<file path="src/rtl/mem_arb_pkg.sv">
// Shared types and defaults for the two-requester memory port arbiter.
package mem_arb_pkg;

  typedef enum logic [1:0] {
    IDLE   = 2'd0,
    ACCESS = 2'd1,
    RESP   = 2'd2
  } arb_state_e;

  typedef enum logic {
    OWN_FETCH = 1'b0,
    OWN_DATA  = 1'b1
  } arb_owner_e;

  localparam int unsigned TIMEOUT_CYCLES_DEFAULT = 16;

endpackage

</file>
<file path="src/rtl/mem_arb_timer.sv">
// Access watchdog for mem_port_arbiter; only compiled when MEM_ARB_TIMEOUT_EN is defined.
`ifdef MEM_ARB_TIMEOUT_EN
module mem_arb_timer #(
  parameter int unsigned TIMEOUT_CYCLES = 16
) (
  input  logic clk,
  input  logic rst,
  input  logic clear,
  input  logic enable,
  output logic expired
);

  localparam int unsigned CW = $clog2(TIMEOUT_CYCLES + 1);

  logic [CW-1:0] count_q, count_d;

  // Next count: clear on access entry, otherwise count stalled cycles.
  always_comb begin
    count_d = count_q;
    if (clear) begin
      count_d = '0;
    end else if (enable) begin
      count_d = count_q + CW'(1);
    end else begin
      count_d = count_q;
    end
  end

  // Fires on the edge that ends the TIMEOUT_CYCLES-th stalled cycle.
  assign expired = enable && (count_q == CW'(TIMEOUT_CYCLES - 1));

  // Counter register.
  always_ff @(posedge clk) begin
    if (rst) begin
      count_q <= '0;
    end else begin
      count_q <= count_d;
    end
  end

endmodule
`endif

</file>
<file path="src/rtl/mem_port_arbiter.sv">
// Single-port memory arbiter for a fetch and a data requester (data has priority).
// Optional access timeout enabled by defining MEM_ARB_TIMEOUT_EN.
module mem_port_arbiter
  import mem_arb_pkg::*;
#(
  parameter int unsigned TIMEOUT_CYCLES = TIMEOUT_CYCLES_DEFAULT
) (
  input  logic        clk,
  input  logic        rst,
  input  logic        f_req,
  input  logic [31:0] f_addr,
  input  logic        d_req,
  input  logic        d_we,
  input  logic [31:0] d_addr,
  input  logic [31:0] d_wdata,
  output logic        f_gnt,
  output logic        d_gnt,
  output logic        f_done,
  output logic        d_done,
  output logic [31:0] rdata,
  output logic        err,
  output logic [31:0] mem_addr,
  output logic [31:0] mem_wdata,
  output logic        mem_read,
  output logic        mem_write,
  input  logic [31:0] mem_rdata,
  input  logic        mem_ready
);

  arb_state_e  state_q, state_d;
  arb_owner_e  owner_q, owner_d;
  logic        f_gnt_q, f_gnt_d, d_gnt_q, d_gnt_d;
  logic        f_done_q, f_done_d, d_done_q, d_done_d;
  logic [31:0] rdata_q, rdata_d;
  logic        err_q, err_d;
  logic [31:0] mem_addr_q, mem_addr_d, mem_wdata_q, mem_wdata_d;
  logic        mem_read_q, mem_read_d, mem_write_q, mem_write_d;

`ifdef MEM_ARB_TIMEOUT_EN
  logic tmr_clear_s, tmr_enable_s, tmr_expired_s;

  mem_arb_timer #(.TIMEOUT_CYCLES(TIMEOUT_CYCLES)) u_timer (
    .clk     (clk),
    .rst     (rst),
    .clear   (tmr_clear_s),
    .enable  (tmr_enable_s),
    .expired (tmr_expired_s)
  );
`else
  logic unused_cfg_s;
  assign unused_cfg_s = (TIMEOUT_CYCLES != 32'd0);
`endif

  // Next-state and output logic; the mem_* registers double as the capture registers.
  always_comb begin
    state_d     = state_q;
    owner_d     = owner_q;
    f_gnt_d     = 1'b0;
    d_gnt_d     = 1'b0;
    f_done_d    = 1'b0;
    d_done_d    = 1'b0;
    rdata_d     = rdata_q;
    err_d       = err_q;
    mem_addr_d  = mem_addr_q;
    mem_wdata_d = mem_wdata_q;
    mem_read_d  = mem_read_q;
    mem_write_d = mem_write_q;
`ifdef MEM_ARB_TIMEOUT_EN
    tmr_clear_s  = 1'b0;
    tmr_enable_s = 1'b0;
`endif
    case (state_q)
      IDLE: begin
        if (d_req) begin
          state_d     = ACCESS;
          owner_d     = OWN_DATA;
          d_gnt_d     = 1'b1;
          mem_addr_d  = d_addr;
          mem_wdata_d = d_wdata;
          mem_read_d  = !d_we;
          mem_write_d = d_we;
`ifdef MEM_ARB_TIMEOUT_EN
          tmr_clear_s = 1'b1;
`endif
        end else if (f_req) begin
          state_d     = ACCESS;
          owner_d     = OWN_FETCH;
          f_gnt_d     = 1'b1;
          mem_addr_d  = f_addr;
          mem_wdata_d = 32'd0;
          mem_read_d  = 1'b1;
          mem_write_d = 1'b0;
`ifdef MEM_ARB_TIMEOUT_EN
          tmr_clear_s = 1'b1;
`endif
        end else begin
          state_d = IDLE;
        end
      end
      ACCESS: begin
`ifdef MEM_ARB_TIMEOUT_EN
        tmr_enable_s = !mem_ready;
`endif
        if (mem_ready) begin
          state_d     = RESP;
          rdata_d     = mem_write_q ? 32'd0 : mem_rdata;
          err_d       = 1'b0;
          mem_addr_d  = 32'd0;
          mem_wdata_d = 32'd0;
          mem_read_d  = 1'b0;
          mem_write_d = 1'b0;
          if (owner_q == OWN_DATA) begin
            d_done_d = 1'b1;
          end else begin
            f_done_d = 1'b1;
          end
`ifdef MEM_ARB_TIMEOUT_EN
        end else if (tmr_expired_s) begin
          state_d     = RESP;
          rdata_d     = 32'd0;
          err_d       = 1'b1;
          mem_addr_d  = 32'd0;
          mem_wdata_d = 32'd0;
          mem_read_d  = 1'b0;
          mem_write_d = 1'b0;
          if (owner_q == OWN_DATA) begin
            d_done_d = 1'b1;
          end else begin
            f_done_d = 1'b1;
          end
`endif
        end else begin
          state_d = ACCESS;
        end
      end
      RESP: begin
        state_d = IDLE;
      end
      default: begin
        state_d     = IDLE;
        mem_addr_d  = 32'd0;
        mem_wdata_d = 32'd0;
        mem_read_d  = 1'b0;
        mem_write_d = 1'b0;
      end
    endcase
  end

  // State and registered outputs.
  always_ff @(posedge clk) begin
    if (rst) begin
      state_q     <= IDLE;
      owner_q     <= OWN_FETCH;
      f_gnt_q     <= 1'b0;
      d_gnt_q     <= 1'b0;
      f_done_q    <= 1'b0;
      d_done_q    <= 1'b0;
      rdata_q     <= 32'd0;
      err_q       <= 1'b0;
      mem_addr_q  <= 32'd0;
      mem_wdata_q <= 32'd0;
      mem_read_q  <= 1'b0;
      mem_write_q <= 1'b0;
    end else begin
      state_q     <= state_d;
      owner_q     <= owner_d;
      f_gnt_q     <= f_gnt_d;
      d_gnt_q     <= d_gnt_d;
      f_done_q    <= f_done_d;
      d_done_q    <= d_done_d;
      rdata_q     <= rdata_d;
      err_q       <= err_d;
      mem_addr_q  <= mem_addr_d;
      mem_wdata_q <= mem_wdata_d;
      mem_read_q  <= mem_read_d;
      mem_write_q <= mem_write_d;
    end
  end

  assign f_gnt     = f_gnt_q;
  assign d_gnt     = d_gnt_q;
  assign f_done    = f_done_q;
  assign d_done    = d_done_q;
  assign rdata     = rdata_q;
  assign err       = err_q;
  assign mem_addr  = mem_addr_q;
  assign mem_wdata = mem_wdata_q;
  assign mem_read  = mem_read_q;
  assign mem_write = mem_write_q;

endmodule

</file>
<file path="config.mk">
export PLATFORM = sky130hd
export DESIGN_NAME = mem_port_arbiter
export DESIGN_NICKNAME = d
export VERILOG_FILES = /design/src/rtl/mem_arb_pkg.sv /design/src/rtl/mem_arb_timer.sv /design/src/rtl/mem_port_arbiter.sv
export SDC_FILE = /design/constraint.sdc
export NUM_CORES = 1
export LEC_CHECK = 0
export ABC_AREA = 1
export CAP_MARGIN = 20
export CORE_MARGIN = 10
export CORE_UTILIZATION = 30
export DETAILED_ROUTE_END_ITERATION = 10
export PLACE_DENSITY = 0.65
export SYNTH_ARGS = -nofsm -noshare
export SYNTH_HDL_FRONTEND = slang
export SYNTH_HIERARCHICAL = 1
export SYNTH_SLANG_ARGS = --single-unit
export TNS_END_PERCENT = 50
</file>
<file path="constraint.sdc">
create_clock -name clk -period 2.25 [get_ports clk]
set_input_delay 0.3375 -clock clk [delete_from_list [all_inputs] [get_ports clk]]
set_output_delay 0.3375 -clock clk [all_outputs]
set_load 0.01 [all_outputs]
</file>
==> After elaboration in Yosys (flattened, before gate mapping) <==
Index checks and enable logic that the tools add are counted.
{ "word_totals": {"inputBits": 134, "latch_bits": 0, "romBits": 0, "ramBits": 0, "ff_bits": 105, "out_inout_bits": 103, "memories": 0, "elab_cells": 52} }
{ "op_classes": {"n_div": 0, "shift": 0, "reduce_logical": 9, "muxes": 24, "eq_ne": 4, "magnitude_cmp": 0, "bitwise": 4, "n_mul": 0, "n_addsub": 0} }
{ "ops": {"columns": ["op", "count"], "rows": [
  ["$mux 32", 6],
  ["$pmux 32 s3", 2],
  ["$mux 1", 12],
  ["$pmux 1 s3", 2],
  ["$reduce_or 3->1", 2],
  ["$not 1->1", 4],
  ["$pmux 2 s2", 1],
  ["$reduce_and 2->1", 2],
  ["$ne 3x3->1 const B", 1],
  ["$reduce_and 3->1", 1],
  ["$eq 2x1->1 const B", 1],
  ["$eq 2x2->1 const B", 1],
  ["$logic_not 2->1", 1],
  ["$mux 2", 1],
  ["$ne 2x2->1 const B", 1],
  ["$reduce_bool 2->1", 1],
  ["$reduce_or 2->1", 1],
  ["$logic_not 1->1", 1]
]} }

==> Logic depth before layout (Yosys ltp) <==
{ "depth": {"ltp_word": 3, "ltp_mapped": 9, "ltp_nobuf": 7} }

==> Worst setup path before layout <==
No wires, ideal clock.
{ "synth_path": {"path_kind": "in2reg", "start": "input d_req", "end": "register mem_addr_q[28], in the netlist mem_addr[28]", "n_path_buf": 2, "path_stages": 9, "t_required_ps": 2140, "arrival_ps": 1134, "setup_slack_ps": 1006, "path_cell_list": "buf_2 -> inv_2 -> nand2_1 -> nand2_2 -> nand2_1 -> buf_2 -> nand2_1 -> inv_1 -> nor2_1"} }
{ "synth_via": {"elab_chain_len": 2, "word_cells_on_any_way": 4, "cone_classes": "1 x eq/ne; 2 x mux; 1 x reduce/logical"} }
{ "synth_rtl": {"columns": ["element", "line_no", "source"], "rows": [
  ["start, declared", "mem_port_arbiter.sv:12", "input logic d_req,"],
  ["$ne 3x3->1 (no line) / $mux 32 (equally long branches)", null, null],
  ["$reduce_and 3->1 (no line) / $pmux 32 s3 (equally long branches)", null, null],
  ["end signal, assigned", "mem_port_arbiter.sv:173", "mem_addr_q <= mem_addr_d;"],
  ["end, declared", "mem_port_arbiter.sv:36", "logic [31:0] mem_addr_q, mem_addr_d, mem_wdata_q, mem_wdata_d;"]
]} }
Several ways; a longest one is shown, not always the timed one.
A chain may end at the register's enable or synchronous reset.

==> Final worst setup path <==
{ "layout_path": {"start": "register mem_addr_q[27], in the netlist mem_addr[27]", "end": "output mem_addr[27]"} }
{ "layout_lines": {"columns": ["element", "line_no", "source"], "rows": [
  ["end, declared", "mem_port_arbiter.sv:22", "output logic [31:0] mem_addr,"]
]} }
No word-level cell between the ends.

==> impl_metrics.csv <==
group,metric,value,unit
synth,syn_area,4770,sq um
global_route,gr-usage-all-layers,15.1,%
critical_path,crit_slowest_cell,"clkdlybuf4s50_1",
global_route,top_usage_layer,"met2",
floorplan,io_pins,237,
clocking,htreeDepth,3,
final_layout,antenna_cells,0,
global_route,grt_pass1_wl,26400,um
global_route,grt_max_degree,56,
global_route,grt_pass1_vias,4773,
final_layout,mostFrequentLayoutCell,"clkdlybuf4s50_1",
floorplan,rows,46,
global_route,use_met3,5.50,%
floorplan,die_width,146,um
critical_path,arrival,1.28,ns
synth,yosysUniqueCellTypes,21,
timing,min_period,1.61,ns
power_and_ir_drop,p_comb_share,26.4,%
floorplan,die_area,21400,sq um
power_and_ir_drop,pwr-share-clk,29.8,%
synth,syn_area_per_cell,6.78,sq um
critical_path,cp-end-kind,"output pin",
timing,hold_viol_final,0,
clocking,ctsHoldBuffers,0,
critical_path,slowest_delay,0.60,ns
power_and_ir_drop,ir_worst_vdd,0.000356,V
timing,period_share,71.7,%
worst_hold_path,hold_path_class,"register to register",
critical_path,worstSetupPathType,"register to output pin",
global_route,antenna_found_initial,0,
placed_design,port_buffers,235,
critical_path,cp-start-kind,"register",
clocking,clock_latency,0.35,ns
timing,rsz0062_at_grt,"false",
drt,drt_iter0_drc,255,
final_layout,nNetsFinal,1048,
synth,synth_seq_cells,105,
timing,tns,0,ns
timing,drv_slew,0,
synth,synth_nets,838,
clocking,cts_buffers,9,
clocking,clock-root-buffer,"clkbuf_16",
clocking,clk_pin_slew_worst_paths,0.07,ns
critical_path,cp_num_buf_inv,1,
drt,wirelength,16700,um
drt,drc,0,
critical_path,worstPathRequired,1.91,ns
power_and_ir_drop,power,4.74,mW
timing,clock_skew,0.00556,ns
global_route,met2_usage,24.2,%
drt,antenna_left,0,
synth,synthCells,704,
clocking,cts-resized-gates,0,
synth,synth_seq_area_share,44.0,%
synth,yosysWarnings,6,
power_and_ir_drop,power_frac_seq,43.8,%
timing,fmax,0.620,GHz
final_layout,fillers,1616,
critical_path,path_cells,"clkdlybuf4s50_1",
drt,vias_per_cell,4.35,
run_status,status,"finished clean",
floorplan,start_util,30.4,%
placed_design,gp_congestion,0.733,
final_layout,final_cell_mix,"235 x clkdlybuf4s50_1, 200 x nand2_1, 130 x nand3_1, 105 x dfxtp_1, 101 x inv_1",
drt,wire_per_inst,14.7,um
drt,drtPass1Iterations,4,
power_and_ir_drop,p_int,3.40,mW
clocking,cts.sinks,105,
clocking,cts_tree,"built",
global_route,grt_overflow_total,0,
power_and_ir_drop,power_density,627,nW/um^2
placed_design,dp_hpwl,12100,um
global_route,grtUsageMet1,18.4,%
power_and_ir_drop,leakage,3.53,nW
clocking,cts_setup_buffers,0,
floorplan,die_y,146,um
drt,dr_total_vias,4929,
power_and_ir_drop,swShare,28.4,%
final_layout,syn_to_final_growth,58.4,%
clocking,ctsLongestPathBuffers,2,
critical_path,cp_top_family,"buffers and inverters",
timing,finalSetupViolations,0,
critical_path,cp_max_fo,2,
floorplan,core_area,15700,sq um
power_and_ir_drop,p_sw,1.35,mW
final_layout,drive_gt1_share,4.03,%
flow_run,maxCapViolations,0,
==> power groups by stage <==
| stage | Sequential, mW | Combinational [mW] | Clock, mW |
|---|---|---|---|
| 2_1_floorplan | 2.18 | 0.530 | 0 |
| 3_3_place_gp | 2.12 | 1.26 | 0 |
| 5_1_grt | 2.09 | 1.39 | 1.54 |
| 6_report | 2.08 | 1.25 | 1.41 |
| 3_5_place_dp | 2.12 | 1.26 | 0 |
| 4_1_cts | 2.08 | 1.27 | 1.46 |
==> cell families (layout without fill, tap and decap cells) <==
family	after synthesis	in the layout	share of synthesized area [%]
AO/OA/AOI/OAI	37	37	4.01
flip-flops	105	105	44.0
other	1	1	0.0786
buffers and inverters	155	368	13.3
AND/OR/NAND/NOR	406	406	38.6
==> area by class of cell <==
class | count | area [sq um] | area share [%]
inverters | 104 | 390 | 5.16
well taps | 216 | 270 | 3.57
flip-flops and latches | 105 | 2100 | 27.8
repair buffers | 250 | 2500 | 33.1
clock inverters | 4 | 22.5 | 0.298
multi-input cells | 444 | 2050 | 27.1
clock buffers | 10 | 229 | 3.03
==> per-stage QoR <==
step	instance area [sq um]	setup WS, ns	utilization [%]	hold slack [ns]	instances
2_1_floorplan	4770	1.01	-	0.410	704
3_3_place_gp	7310	0.397	46.5	0.447	1119
3_5_place_dp	7310	0.357	46.5	0.462	1119
6_report	7560	0.636	48.1	0.471	1133
5_1_grt	7560	0.569	48.1	0.494	1133
4_1_cts	7560	0.612	48.1	0.474	1133
==> synthesized netlist by cell type <==
cell	n	area share [%]
nor2_2	1	0.13
nand2_1	200	16
a21boi_0	1	0.16
nor4_1	1	0.13
nand2_2	1	0.13
inv_2	2	0.16
o21ai_2	1	0.18
a21oi_1	35	3.7
buf_2	17	1.8
inv_1	102	8.0
conb_1	1	0.079
dfxtp_1	105	44
nand3_1	130	14
nor2_4	2	0.47
nand3b_1	34	5.3
buf_6	1	0.24
buf_1	3	0.24
clkbuf_1	24	1.9
nand3_2	1	0.21
nor2_1	36	2.8
buf_4	6	0.94
==> worst reg2reg max path, stage by stage (launching register included) <==
cell     delay [ns]
dfxtp_1        0.49
nor2_4         0.05
nand2_2        0.08
buf_4          0.37
nand3_1        0.15
a21oi_1        0.15
==> worst paths after layout <==
kind | startpoint | end | slack (ns) | cells past startpoint
worst max-delay path | mem_addr[27] | mem_addr[27] | 0.64 | 1
worst min-delay path | rdata[21] | rdata[21] | 0.47 | 2
worst max register to register | state_q[0] | mem_wdata[5] | 0.88 | 5
worst min register to register | rdata[21] | rdata[21] | 0.47 | 2
==> state kept, by name, summed over array words and instances, names as in the netlist <==
register / flops
rdata: 32
d_done: 1
mem_addr: 32
state_q: 2
f_done: 1
mem_read: 1
mem_write: 1
f_gnt: 1
d_gnt: 1
mem_wdata: 32
owner_q: 1
==> per-layer routing <==
layer	up-vias	part of all wire [%]
met3	13	8.2
met4	0	1.2
met2	158	47
met1	2166	44
met5	-	0
li1	2592	-
Power figures use the tool's default switching activity.
